### config.mk
export PLATFORM = sky130hd
export DESIGN_NAME = alu_issue_flat
export DESIGN_NICKNAME = d
export VERILOG_FILES = /design/src/rtl/alu_issue_if.sv /design/src/rtl/alu_issue.sv /design/src/flat_wrapper.sv
export SDC_FILE = /design/constraint.sdc
export NUM_CORES = 1
export LEC_CHECK = 0
export ABC_AREA = 1
export CAP_MARGIN = 15
export CORE_MARGIN = 4
export CORE_UTILIZATION = 44
export DETAILED_ROUTE_END_ITERATION = 8
export PLACE_DENSITY = 0.87
export SLEW_MARGIN = 20
export SYNTH_ARGS = -nofsm -noshare
export SYNTH_HDL_FRONTEND = slang
export SYNTH_SLANG_ARGS = --single-unit
### constraint.sdc
create_clock -name clk_i -period 4.3 [get_ports clk_i]
set_input_delay 0.43 -clock clk_i [delete_from_list [all_inputs] [get_ports clk_i]]
set_output_delay 0.43 -clock clk_i [all_outputs]
set_load 0.01 [all_outputs]
### src/rtl/alu_issue_if.sv
// Issue bus from alu_issue toward the ALU stage: valid/ready handshake plus
// operands, op code and destination register.
interface alu_issue_if #(
  parameter int n  = 32,
  parameter int AW = 5
);
  logic          issue_valid_o;
  logic          issue_ready_i;
  logic [n-1:0]  operand0_o;
  logic [n-1:0]  operand1_o;
  logic [3:0]    alu_op_o;
  logic [AW-1:0] rd_addr_o;

  modport master (
    output issue_valid_o, operand0_o, operand1_o, alu_op_o, rd_addr_o,
    input  issue_ready_i
  );

  modport slave (
    input  issue_valid_o, operand0_o, operand1_o, alu_op_o, rd_addr_o,
    output issue_ready_i
  );
endinterface

### src/rtl/alu_issue.sv
// RV32I OP / OP-IMM / LUI / AUIPC issue stage: decodes, picks forwarded
// operands and hands them to the ALU through an output register plus skid.
module alu_issue #(
  parameter int n  = 32,  // must be >= 32 so immediates fit
  parameter int AW = 5
) (
  input  logic          clk_i,
  input  logic          rst_ni,
  input  logic [31:0]   inst_i,
  input  logic [n-1:0]  pc_i,
  input  logic          inst_valid_i,
  output logic          inst_ready_o,
  output logic [AW-1:0] rs1_addr_o,
  output logic [AW-1:0] rs2_addr_o,
  input  logic [n-1:0]  rs1_data_i,
  input  logic [n-1:0]  rs2_data_i,
  input  logic          wb_en_i,
  input  logic [AW-1:0] wb_addr_i,
  input  logic [n-1:0]  wb_data_i,
  alu_issue_if.master   issue,
  output logic          illegal_o
);

  typedef enum logic [1:0] {EMPTY, ONE, TWO} state_t;

  typedef struct packed {
    logic [n-1:0]  op0;
    logic [n-1:0]  op1;
    logic [3:0]    op;
    logic [AW-1:0] rd;
  } entry_t;

  logic [6:0] opcode, funct7;
  logic [2:0] funct3;
  logic [n-1:0] rs1_val, rs2_val, imm_i, imm_u, shamt;

  assign opcode     = inst_i[6:0];
  assign funct3     = inst_i[14:12];
  assign funct7     = inst_i[31:25];
  assign rs1_addr_o = inst_i[19:15];
  assign rs2_addr_o = inst_i[24:20];

  assign imm_i = n'($signed(inst_i[31:20]));
  assign imm_u = n'($signed({inst_i[31:12], 12'b0}));
  assign shamt = n'(inst_i[24:20]);

  // x0 reads zero; a same-cycle writeback to the source wins over the regfile.
  assign rs1_val = (rs1_addr_o == '0) ? '0 :
                   (wb_en_i && wb_addr_i == rs1_addr_o) ? wb_data_i : rs1_data_i;
  assign rs2_val = (rs2_addr_o == '0) ? '0 :
                   (wb_en_i && wb_addr_i == rs2_addr_o) ? wb_data_i : rs2_data_i;

  entry_t dec;
  logic   legal;

  always_comb begin
    // NOTE: every output of a combinational block gets a default first so no
    // path leaves it unassigned, which would infer a latch.
    dec    = '0;
    legal  = 1'b0;
    dec.rd = inst_i[11:7];
    case (opcode)
      7'b0110011: begin
        dec.op0 = rs1_val;
        dec.op1 = rs2_val;
        if (funct7 == 7'h00) begin
          legal  = 1'b1;
          dec.op = {1'b0, funct3};
        end else if (funct7 == 7'h20 && (funct3 == 3'd0 || funct3 == 3'd5)) begin
          legal  = 1'b1;
          dec.op = {1'b1, funct3};
        end
      end
      7'b0010011: begin
        dec.op0 = rs1_val;
        dec.op1 = imm_i;
        dec.op  = {1'b0, funct3};
        legal   = 1'b1;
        if (funct3 == 3'd1) begin
          dec.op1 = shamt;
          legal   = (funct7 == 7'h00);
        end else if (funct3 == 3'd5) begin
          dec.op1 = shamt;
          if (funct7 == 7'h20) dec.op = 4'hD;
          else                 legal  = (funct7 == 7'h00);
        end
      end
      7'b0110111: begin
        dec.op1 = imm_u;
        legal   = 1'b1;
      end
      7'b0010111: begin
        dec.op0 = pc_i;
        dec.op1 = imm_u;
        legal   = 1'b1;
      end
      default: ;
    endcase
  end

  state_t state_q, state_d;
  entry_t out_q, out_d, skid_q;
  logic   ready_q, illegal_q, load_skid;
  logic   accept, take, fire;

  assign accept = inst_valid_i && ready_q;
  assign take   = accept && legal;
  assign fire   = (state_q != EMPTY) && issue.issue_ready_i;

  always_comb begin
    state_d   = state_q;
    out_d     = out_q;
    load_skid = 1'b0;
    case (state_q)
      EMPTY: if (take) begin
        state_d = ONE;
        out_d   = dec;
      end
      ONE: begin
        if (fire && take)  out_d   = dec;
        else if (fire)     state_d = EMPTY;
        else if (take) begin
          state_d   = TWO;
          load_skid = 1'b1;
        end
      end
      TWO: if (fire) begin
        state_d = ONE;
        out_d   = skid_q;
      end
      default: state_d = EMPTY;
    endcase
  end

  always_ff @(posedge clk_i or negedge rst_ni) begin
    // NOTE: sequential state uses non-blocking assignments so every register
    // samples the pre-edge values regardless of statement order.
    if (!rst_ni) begin
      state_q   <= EMPTY;
      out_q     <= '0;
      ready_q   <= 1'b1;
      illegal_q <= 1'b0;
    end else begin
      state_q   <= state_d;
      out_q     <= out_d;
      ready_q   <= (state_d != TWO);
      illegal_q <= accept && !legal;
    end
  end

  // NOTE: skid contents are only read in TWO, which reset cannot reach, so
  // this datapath register needs no reset.
  always_ff @(posedge clk_i) begin
    if (load_skid) skid_q <= dec;
  end

  assign inst_ready_o        = ready_q;
  assign illegal_o           = illegal_q;
  assign issue.issue_valid_o = (state_q != EMPTY);
  assign issue.operand0_o    = out_q.op0;
  assign issue.operand1_o    = out_q.op1;
  assign issue.alu_op_o      = out_q.op;
  assign issue.rd_addr_o     = out_q.rd;

endmodule

### src/flat_wrapper.sv
// flat-port wrapper written by rule: the top's interface ports become plain ports
module alu_issue_flat 
#(
  parameter int n  = 32,                                    
  parameter int AW = 5
)
  (clk_i, rst_ni, inst_i, pc_i, inst_valid_i, inst_ready_o, rs1_addr_o, rs2_addr_o, rs1_data_i, rs2_data_i, wb_en_i, wb_addr_i, wb_data_i, illegal_o, issue_issue_valid_o, issue_operand0_o, issue_operand1_o, issue_alu_op_o, issue_rd_addr_o, issue_issue_ready_i);
  alu_issue_if #(.n(n), .AW(AW)) issue_i ();
  input  logic clk_i;
  input  logic rst_ni;
  input  logic [31:0] inst_i;
  input  logic [n-1:0] pc_i;
  input  logic inst_valid_i;
  output logic inst_ready_o;
  output logic [AW-1:0] rs1_addr_o;
  output logic [AW-1:0] rs2_addr_o;
  input  logic [n-1:0] rs1_data_i;
  input  logic [n-1:0] rs2_data_i;
  input  logic wb_en_i;
  input  logic [AW-1:0] wb_addr_i;
  input  logic [n-1:0] wb_data_i;
  output logic illegal_o;
  output wire logic [$bits(issue_i.issue_valid_o)-1:0] issue_issue_valid_o;
  output wire logic [$bits(issue_i.operand0_o)-1:0] issue_operand0_o;
  output wire logic [$bits(issue_i.operand1_o)-1:0] issue_operand1_o;
  output wire logic [$bits(issue_i.alu_op_o)-1:0] issue_alu_op_o;
  output wire logic [$bits(issue_i.rd_addr_o)-1:0] issue_rd_addr_o;
  input wire logic [$bits(issue_i.issue_ready_i)-1:0] issue_issue_ready_i;
  assign issue_issue_valid_o = issue_i.issue_valid_o;
  assign issue_operand0_o = issue_i.operand0_o;
  assign issue_operand1_o = issue_i.operand1_o;
  assign issue_alu_op_o = issue_i.alu_op_o;
  assign issue_rd_addr_o = issue_i.rd_addr_o;
  assign issue_i.issue_ready_i = issue_issue_ready_i;
  alu_issue #(.n(n), .AW(AW)) u_core (.clk_i(clk_i), .rst_ni(rst_ni), .inst_i(inst_i), .pc_i(pc_i), .inst_valid_i(inst_valid_i), .inst_ready_o(inst_ready_o), .rs1_addr_o(rs1_addr_o), .rs2_addr_o(rs2_addr_o), .rs1_data_i(rs1_data_i), .rs2_data_i(rs2_data_i), .wb_en_i(wb_en_i), .wb_addr_i(wb_addr_i), .wb_data_i(wb_data_i), .issue(issue_i), .illegal_o(illegal_o));
endmodule
==> results.cfg <==
[outcome]
run_status = finished, final reports clean

[sta]
fin_setup_tns_ns = 0
drv_slew = 0
fin_ws_ns = 1.34
finClkSkew_ns = 0.00849
fin_crit_sh_pct = 68.8
period_minus_slack_ns = 2.96
hold_viol = 0
setup_violations = 0
slew_headroom_pct = 37.6
grt_setup_unrepaired = false
fmax_mhz = 338
tightestPinTransition_ns = 0.933

[drt]
vias_per_cell = 5.14
vias = 8971
drt-initial-drc-count = 960
postRouteAntennaNets = 0
drc = 0
wire_per_inst_um = 17.4
firstDrtPassIters = 5
wl_um = 30400

[yosys]
synthesis.area_sq_um = 8750
synth_nets = 1423
netlist-cell-type-count = 23
synthTopCellsByArea = nand2_1 29%, edfxtp_1 25%, dfrtp_1 22%
ys_warn_count = 0
syn_inst = 1253
synth-seq-cells = 150
yosysSeqAreaShare_pct = 47.1
synth_top_cell_area_share_pct = 29.0
synth_area_per_cell_sq_um = 6.98
yosysTopAreaCell = nand2_1

[clocking]
cts_hold_buf = 0
cts_tree = done
cts_setup_buffers = 0
cts_buffers = 17
htreeDepth = 4
cts.root.buffer_cell = clkbuf_16
clockBufferDepth = 2
clk_pin_slew_ns = 0.07
clk_latency_ns = 0.42
cts_resized = 0
clock_sinks = 150

[power_and_ir_drop]
power_leakage_nw = 5.98
ir_worst_vdd_v = 0.000267
p_per_area_nw_per_um2 = 295

[global_routing]
grt_pass1_wl_um = 46100
overflow = 0
grt_pass1_vias = 8502
grt_use_total_pct = 26.7
grt_max_degree = 78
antenna_found_initial = 2

[finish]
finish.utilization_pct = 61.6
multiInputGateArea_sq_um = 3690
mostFrequentLayoutCell = nand2_1
layout_common_cells = 675 x nand2_1, 254 x clkdlybuf4s50_1, 137 x inv_1, 89 x nand3_1, 76 x dfrtp_1
fill_cells = 1758
syn_to_final_growth_pct = 37.4
nets = 1639
ff_latch_area_sq_um = 4120
drive_gt1_share_pct = 5.67

[job]
max_cap_violations = 0

[placement]
place.gp.congestion = 0.970
place_hpwl_um = 21600
portBuffers = 255
pre_cts_ws_ns = 1.02

[worst_setup_path]
path_class = primary input to register
worstPathMaxFanout = 21
crit_arrival_ns = 3.32
cp-end-kind = register
cp-start-kind = primary input
crit_required_ns = 4.66

[die]
ios = 256
die_w_um = 149
die_y_um = 149
design.die.area_sq_um = 22200
initial_utilization_pct = 44.8
num_rows = 51
design.core.area_sq_um = 19500

[min_path]
hp-class = primary input to asynchronous set/reset pin
cells in the mapped netlist:
library cell	instances
o21ai_1	1
nor3_1	4
clkbuf_1	31
edfxtp_1	73
nor2_1	21
nor2_2	6
a21oi_4	1
dfstp_2	1
inv_1	137
buf_2	17
o21ai_0	7
nand2_2	3
nand2_1	676
nand3_2	1
nand4_1	67
o32ai_1	1
buf_6	8
buf_4	14
nor2_4	2
nand3_1	89
dfrtp_1	76
inv_2	9
buf_1	8
final cells by class:
class | instances | area share, %
Clock inverter | 14 | 1.69
Tap cell | 265 | 2.76
Clock buffer | 17 | 3.54
Timing Repair Buffer | 275 | 22.5
Multi-Input combinational cell | 879 | 30.7
Inverter | 146 | 4.56
Sequential cell | 150 | 34.3
Antenna cell | 1 | 0.0208
stage by stage:
stage	std cells	cell area (sq um)	hold slack [ns]	total power [mW]
finish	1747	12000	0.0540	3.54
global route	1746	12000	0.113	3.65
CTS	1746	12000	0.237	3.56
detailed placement	1715	11400	0.458	1.96
global placement	1715	11400	0.453	1.96
floorplan	1253	8750	0.134	1.70
kinds of logic (layout without fill, tap and decap cells):
| group | count (synthesis) | after routing | synth area share [%] |
|---|---|---|---|
| and+or+nand+nor | 869 | 869 | 41.0 |
| other | 0 | 1 | 0 |
| DFF | 150 | 150 | 47.1 |
| buffers and inverters | 224 | 452 | 11.1 |
| AOI/OAI and AO/OA | 10 | 10 | 0.744 |
path summary, 6_finish.rpt:
path,from,to,slack (ns),depth (start not counted)
worst max-delay path,inst_i[1],u_core.issue.operand1_o[16],1.34,13
worst min-delay path,rst_ni,u_core.issue.operand1_o[9],0.05,1
worst max register to register,u_core.state_q[1],u_core.issue.operand1_o[16],2.20,8
worst min register to register,u_core.issue.rd_addr_o[4],u_core.issue.rd_addr_o[4],0.47,2
max in group asynchronous,rst_ni,u_core.issue.operand0_o[27],3.71,1
min in group clk_i,u_core.issue.rd_addr_o[4],u_core.issue.rd_addr_o[4],0.47,2
metal layers:
layer / track usage [%] / share of wire (%) / up-vias
li1: - / - / 4318
met1: 36.1 / 41 / 4129
met4: 8.92 / 2.8 / 2
met5: 0 / 0.043 / -
met2: 43.1 / 47 / 464
met3: 5.62 / 9.5 / 58
critical path, cell delays in order:
cell	delay [ns]
clkdlybuf4s50_1	0.46
nand2_1	0.07
inv_2	0.07
nand4_1	0.21
nor2_2	0.51
nand3_1	0.83
nand2_1	0.28
inv_1	0.07
nand2_1	0.09
nand2_1	0.07
nand2_1	0.09
nand2_1	0.06
nand2_1	0.08
power by group:
group | switching, mW | leakage [nW] | internal (mW)
Sequential | 0.00814 | 1.60 | 1.51
Clock | 0.629 | 0.292 | 0.975
Combinational | 0.208 | 4.09 | 0.211
Total | 0.845 | 5.98 | 2.70
sequential cells by signal (all words and copies together), names as in the netlist:
register / cells
u_core.issue.operand1_o: 32
u_core.issue.rd_addr_o: 5
u_core.issue.operand0_o: 32
u_core.skid_q: 73
u_core.illegal_o: 1
u_core.state_q: 2
u_core.inst_ready_o: 1
u_core.issue.alu_op_o: 4
Note: power is estimated with default switching activity, not from simulation.
